### config.mk
export PLATFORM = sky130hd
export DESIGN_NAME = load_store_unit
export DESIGN_NICKNAME = d
export VERILOG_FILES = /design/src/rtl/lsu_pkg.sv /design/src/rtl/lsu_align.sv /design/src/rtl/load_store_unit.sv
export SDC_FILE = /design/constraint.sdc
export NUM_CORES = 1
export LEC_CHECK = 0
export BUFFER_PORTS_ARGS = -buffer_cell sky130_fd_sc_hd__buf_2
export CORE_MARGIN = 4
export CORE_UTILIZATION = 47
export CTS_BUF_LIST = sky130_fd_sc_hd__clkbuf_4
export CTS_CLUSTER_DIAMETER = 30
export DETAILED_ROUTE_END_ITERATION = 10
export PLACE_DENSITY = 0.81
export SYNTH_ARGS = -nofsm -noshare
export SYNTH_HDL_FRONTEND = slang
export SYNTH_SLANG_ARGS = --single-unit
### constraint.sdc
create_clock -name clk -period 2.4 [get_ports clk]
set_input_delay 0.24 -clock clk [delete_from_list [all_inputs] [get_ports clk]]
set_output_delay 0.24 -clock clk [all_outputs]
set_load 0.01 [all_outputs]
### src/rtl/lsu_pkg.sv
// Shared definitions for the load/store unit: funct3 codes, FSM encoding and
// the legality check applied to every access before it reaches the bus.
package lsu_pkg;

  localparam logic [2:0] F3_B  = 3'b000;
  localparam logic [2:0] F3_H  = 3'b001;
  localparam logic [2:0] F3_W  = 3'b010;
  localparam logic [2:0] F3_BU = 3'b100;
  localparam logic [2:0] F3_HU = 3'b101;

  typedef enum logic [1:0] {
    LSU_IDLE = 2'd0,
    LSU_REQ  = 2'd1,
    LSU_RESP = 2'd2
  } lsu_state_e;

  // Unsupported width codes (including unsigned stores) and misalignment both fault.
  function automatic logic lsu_illegal(input logic       is_store,
                                       input logic [2:0] funct3,
                                       input logic [1:0] addr_lo);
    logic bad;
    case (funct3)
      F3_B:    bad = 1'b0;
      F3_H:    bad = addr_lo[0];
      F3_W:    bad = |addr_lo;
      F3_BU:   bad = is_store;
      F3_HU:   bad = is_store | addr_lo[0];
      default: bad = 1'b1;
    endcase
    return bad;
  endfunction

endpackage

### src/rtl/lsu_align.sv
// Byte-lane steering: store strobes/replicated data, load extraction with
// sign/zero extension, and the illegal-access flag.
module lsu_align
  import lsu_pkg::*;
(
  input  logic        is_store,
  input  logic [2:0]  funct3,
  input  logic [1:0]  addr_lo,
  input  logic [31:0] store_data,
  input  logic [31:0] rdata,
  output logic [3:0]  wstrb,
  output logic [31:0] wdata,
  output logic [31:0] load_ext,
  output logic        illegal
);

  logic [31:0] shifted;

  always_comb begin
    shifted  = rdata >> {addr_lo, 3'b000};
    wstrb    = 4'b0000;
    wdata    = store_data;
    load_ext = shifted;
    case (funct3)
      F3_B: begin
        wstrb    = 4'b0001 << addr_lo;
        wdata    = {4{store_data[7:0]}};
        load_ext = {{24{shifted[7]}}, shifted[7:0]};
      end
      F3_H: begin
        wstrb    = 4'b0011 << addr_lo;
        wdata    = {2{store_data[15:0]}};
        load_ext = {{16{shifted[15]}}, shifted[15:0]};
      end
      F3_W: begin
        wstrb    = 4'b1111;
        load_ext = rdata;
      end
      F3_BU:   load_ext = {24'b0, shifted[7:0]};
      F3_HU:   load_ext = {16'b0, shifted[15:0]};
      default: ;
    endcase
    if (!is_store) wstrb = 4'b0000;
    illegal = lsu_illegal(is_store, funct3, addr_lo);
  end

endmodule

### src/rtl/load_store_unit.sv
// Memory-access stage: one req/ack bus transaction per start pulse, with
// fault reporting for illegal accesses and bus timeouts.
//
// state    | meaning
// LSU_IDLE | waiting for start; access checked on the start cycle
// LSU_REQ  | bus_req held until bus_ack or timeout
// LSU_RESP | one-cycle done pulse, fault valid
module load_store_unit
  import lsu_pkg::*;
#(
  parameter int unsigned TIMEOUT_CYCLES = 255,
  parameter int unsigned CNT_W          = 8
) (
  input  logic        clk,
  input  logic        reset,
  input  logic        start,
  input  logic        is_store,
  input  logic [2:0]  funct3,
  input  logic [31:0] addr,
  input  logic [31:0] store_data,
  output logic [31:0] load_data,
  output logic        busy,
  output logic        done,
  output logic        fault,
  output logic        bus_req,
  output logic        bus_we,
  output logic [31:0] bus_addr,
  output logic [3:0]  bus_wstrb,
  output logic [31:0] bus_wdata,
  input  logic        bus_ack,
  input  logic [31:0] bus_rdata
);

  localparam logic [CNT_W-1:0] CNT_LAST = CNT_W'(TIMEOUT_CYCLES - 1);

  lsu_state_e       state_q, state_d;
  logic             is_store_q, fault_q;
  logic [2:0]       f3_q;
  logic [1:0]       lo_q;
  logic [3:0]       wstrb_q;
  logic [CNT_W-1:0] cnt_q;

  logic        in_idle, timed_out;
  logic [3:0]  a_wstrb;
  logic [31:0] a_wdata, a_load;
  logic        a_illegal;

  assign in_idle   = (state_q == LSU_IDLE);
  assign timed_out = (TIMEOUT_CYCLES != 0) && (cnt_q == CNT_LAST) && !bus_ack;

  // Live inputs are decoded on the start cycle; captured fields during the access.
  lsu_align u_align (
    .is_store   (in_idle ? is_store   : is_store_q),
    .funct3     (in_idle ? funct3     : f3_q),
    .addr_lo    (in_idle ? addr[1:0]  : lo_q),
    .store_data (store_data),
    .rdata      (bus_rdata),
    .wstrb      (a_wstrb),
    .wdata      (a_wdata),
    .load_ext   (a_load),
    .illegal    (a_illegal)
  );

  always_ff @(posedge clk) begin
    if (!reset) state_q <= LSU_IDLE;
    else        state_q <= state_d;
  end

  always_comb begin
    state_d = state_q;
    case (state_q)
      LSU_IDLE: if (start) state_d = a_illegal ? LSU_RESP : LSU_REQ;
      LSU_REQ:  if (bus_ack || timed_out) state_d = LSU_RESP;
      LSU_RESP: state_d = LSU_IDLE;
      default:  state_d = LSU_IDLE;
    endcase
  end

  always_comb begin
    busy      = 1'b0;
    done      = 1'b0;
    fault     = 1'b0;
    bus_req   = 1'b0;
    bus_we    = 1'b0;
    bus_wstrb = 4'b0000;
    if (reset) begin
      case (state_q)
        LSU_REQ: begin
          busy      = 1'b1;
          bus_req   = 1'b1;
          bus_we    = is_store_q;
          bus_wstrb = wstrb_q;
        end
        LSU_RESP: begin
          busy  = 1'b1;
          done  = 1'b1;
          fault = fault_q;
        end
        default: ;
      endcase
    end
  end

  always_ff @(posedge clk) begin
    if (!reset) begin
      is_store_q <= 1'b0;
      fault_q    <= 1'b0;
      f3_q       <= 3'b000;
      lo_q       <= 2'b00;
      wstrb_q    <= 4'b0000;
      cnt_q      <= '0;
      load_data  <= 32'h0;
      bus_addr   <= 32'h0;
      bus_wdata  <= 32'h0;
    end else begin
      case (state_q)
        LSU_IDLE: if (start) begin
          is_store_q <= is_store;
          f3_q       <= funct3;
          lo_q       <= addr[1:0];
          fault_q    <= a_illegal;
          cnt_q      <= '0;
          if (!a_illegal) begin
            bus_addr <= {addr[31:2], 2'b00};
            wstrb_q  <= a_wstrb;
            if (is_store) bus_wdata <= a_wdata;
          end
        end
        LSU_REQ: begin
          if (bus_ack) begin
            fault_q <= 1'b0;
            if (!is_store_q) load_data <= a_load;
          end else if (timed_out) begin
            fault_q <= 1'b1;
          end else if (TIMEOUT_CYCLES != 0) begin
            cnt_q <= cnt_q + 1'b1;
          end
        end
        default: ;
      endcase
    end
  end

endmodule

==> results.yml <==
run_status:
  outcome: "finished, final reports clean"
synth:
  async_flop_share_pct: 0
  synth_edf_count: 0
  ys.flop_type: "dfxtp_1"
  synth_cell_types: 60
  synth_top_area_share_pct: 40.1
  synthTopCellsByCount: "dfxtp_1, nor2_1, nand2_1, o21ai_0, mux2i_1"
  yosysMostFrequentCell: "dfxtp_1"
  synth_area_leaders: "dfxtp_1, mux2i_1, o21ai_0, nor2_1, nand2_1"
  synth_seq_cells: 115
  synth_warnings: 0
  syn_avg_cell_area_um2: 8.43
  synth_area_um2: 5750
  synth_largest_area_cell: "dfxtp_1"
  ys_seq_area_share_pct: 40.1
  synthCells: 682
clocking:
  h-tree-depth: 4
  cts_buffer_depth: 2
  cts_buffers: 17
  clock_latency_ns: 0.54
  root_buffer: "clkbuf_4"
  clkSinkCount: 115
  path_clk_slew_ns: 0.11
  cts_tree: "built"
global_routing:
  grt_use_total_pct: 26.9
  grt_max_degree: 50
  grt_remaining_overflow: 0
  grt_pass1_vias: 6206
  antenna_found_initial: 1
  grt_pass1_wl_mm: 31.0
floorplanning:
  io_pins: 209
  die_area_um2: 14100
  die_h_um: 119
  coreArea_um2: 12000
  initial_core_util_pct: 47.9
  die_w_um: 119
  fp-row-count: 40
cells_and_area:
  n_fill_cell: 956
  layout.nets: 1099
  stdcell_area_um2: 8370
  drive_above_1_share_pct: 32.4
  area_growth_pct: 45.5
  postLayoutCoreUtil_pct: 69.6
  finalNonFillerCells: 1149
route:
  viasPerCell: 5.71
  wire_per_inst_um: 17.6
  wirelength_mm: 20.2
  vias: 6561
  drt_iter0_drc: 837
  drtPass1Iterations: 6
  drc: 0
  antenna_left: 0
sta:
  tightest_slew_ns: 0.596
  finalHoldViolCount: 0
  drv_slew: 0
  period_share_pct: 96.5
  fin_crit_ns: 2.32
  setup_viol: 0
  slew_headroom_pct: 60.2
  max_freq_ghz: 0.432
  finClkSkew_ns: 0.0192
  setup_ws_ns: 0.0838
worst_setup_path:
  crit_required_ns: 2.84
  worstSetupStartpointType: "flop"
  path_max_fanout: 12
  worstSetupPathType: "flop to flop"
  critical_path.top_delay_family: "compound AO/OA/AOI/OAI gates"
  path_buf_inv: 3
  slowest_delay_ns: 0.43
  arrival_ns: 2.75
  crit_top_cell: "buf_12"
  crit_slowest_cell: "a221o_1"
  cp-end-kind: "flop"
  path_cells: "inv_1 > ha_4 > or3b_4 > a221o_1 > a21oi_4 > buf_12 > buf_12 > mux2i_2 > nor2_1"
pwr:
  leakage_nw: 3.72
  p_per_area_nw_per_um2: 682
  ir_drop_v: 0.000451
place:
  post-place-ws_ns: -0.0869
  gp_congestion: 0.901
  port_buffers: 206
  placedInstanceArea_um2: 7110
  dp_hpwl_mm: 12.7
  placed_cells: 1036
worst_hold_path:
  min_path_type: "input pin to flop"
flow_run:
  cap_violations: 0
[cell families after synthesis]
logic type,count (synthesis),synth area share [%]
xor+xnor,6,0.914
simple gates,217,16.3
other cells,1,0.0652
fa+ha+maj,5,1.09
buf+inv,59,5.20
compound gates,219,25.8
mux,60,10.6
flops,115,40.1
[through the flow]
stage,hold slack (ns),TNS [ns],power [mW]
2_1_floorplan,0.376,0,3.27
3_3_place_gp,0.458,0,3.88
3_5_place_dp,0.468,-0.731,3.91
4_1_cts,0.0113,-0.0119,5.56
5_1_grt,0.0378,-0.0228,5.97
6_report,0.0616,0,5.70
[where the power goes]
part / leakage, nW / switching, mW / internal (mW)
combinational: 2.62 / 1.12 / 0.898
sequential: 0.933 / 0.0830 / 2.04
clock: 0.166 / 0.740 / 0.816
total: 3.72 / 1.95 / 3.76
[layout make-up]
type	instances	area, µm²	share of cell area (%)
antenna	1	2.50	0.0299
clock buffer	18	135	1.62
clock inverter	12	165	1.97
inverter	13	48.8	0.583
multi-input combinational	509	3190	38.2
sequential	115	2300	27.5
tap	147	184	2.20
timing repair buffer	334	2330	27.9
[metal layers]
layer | GRT usage (%) | up-vias | wire (µm)
met5 | 0 | - | 0
met4 | 16.3 | 0 | 978
met3 | 6.46 | 104 | 1460
met2 | 44.0 | 383 | 9790
met1 | 31.7 | 3012 | 8010
li1 | - | 3062 | -
[tightest hold or removal path, delay by kind of cell]
kind	cells	cell delay [ns]
compound gates	2	0.24
buf+inv	1	0.07
[placed cells by master, fill, tap and decap left out, types with 13 or more instances in the layout]
master | Yosys | layout
buf_4 | 4 | 41
buf_2 | 8 | 206
nand2_1 | 79 | 79
dfxtp_1 | 115 | 114
a21o_1 | 13 | 13
nor2_1 | 87 | 87
dlygate4sd3_1 | 0 | 74
mux2i_1 | 57 | 55
clkbuf_4 | 0 | 18
o21ai_0 | 67 | 67
a21oi_1 | 55 | 54
[registers in the layout, indices dropped and copies added (netlist names), 2 cells and up]
name / count
load_data: 32
cnt_q: 8
lo_q: 2
state_q: 2
wstrb_q: 4
bus_addr: 30
f3_q: 3
bus_wdata: 32
[worst paths after layout]
kind | startpoint | to | slack [ns] | cells after the start
min reg2reg | load_data[7] | load_data[7] | 0.48 | 2
max reg2reg | state_q[0] | bus_wdata[1] | 0.08 | 9
min | store_data[24] | bus_wdata[24] | 0.06 | 3
max | state_q[0] | bus_wdata[1] | 0.08 | 9
[timing repair]
action                                  4_1_cts  5_1_grt
gates cloned                                  0        6
hold buffers                                 74        0
setup buffers                                 0        2
endpoints found under the setup margin       67       89
hold endpoints to repair                     74        0
pin swaps                                     0        4
resized for setup                             3       11
Note: power is estimated with default switching activity, not from simulation.
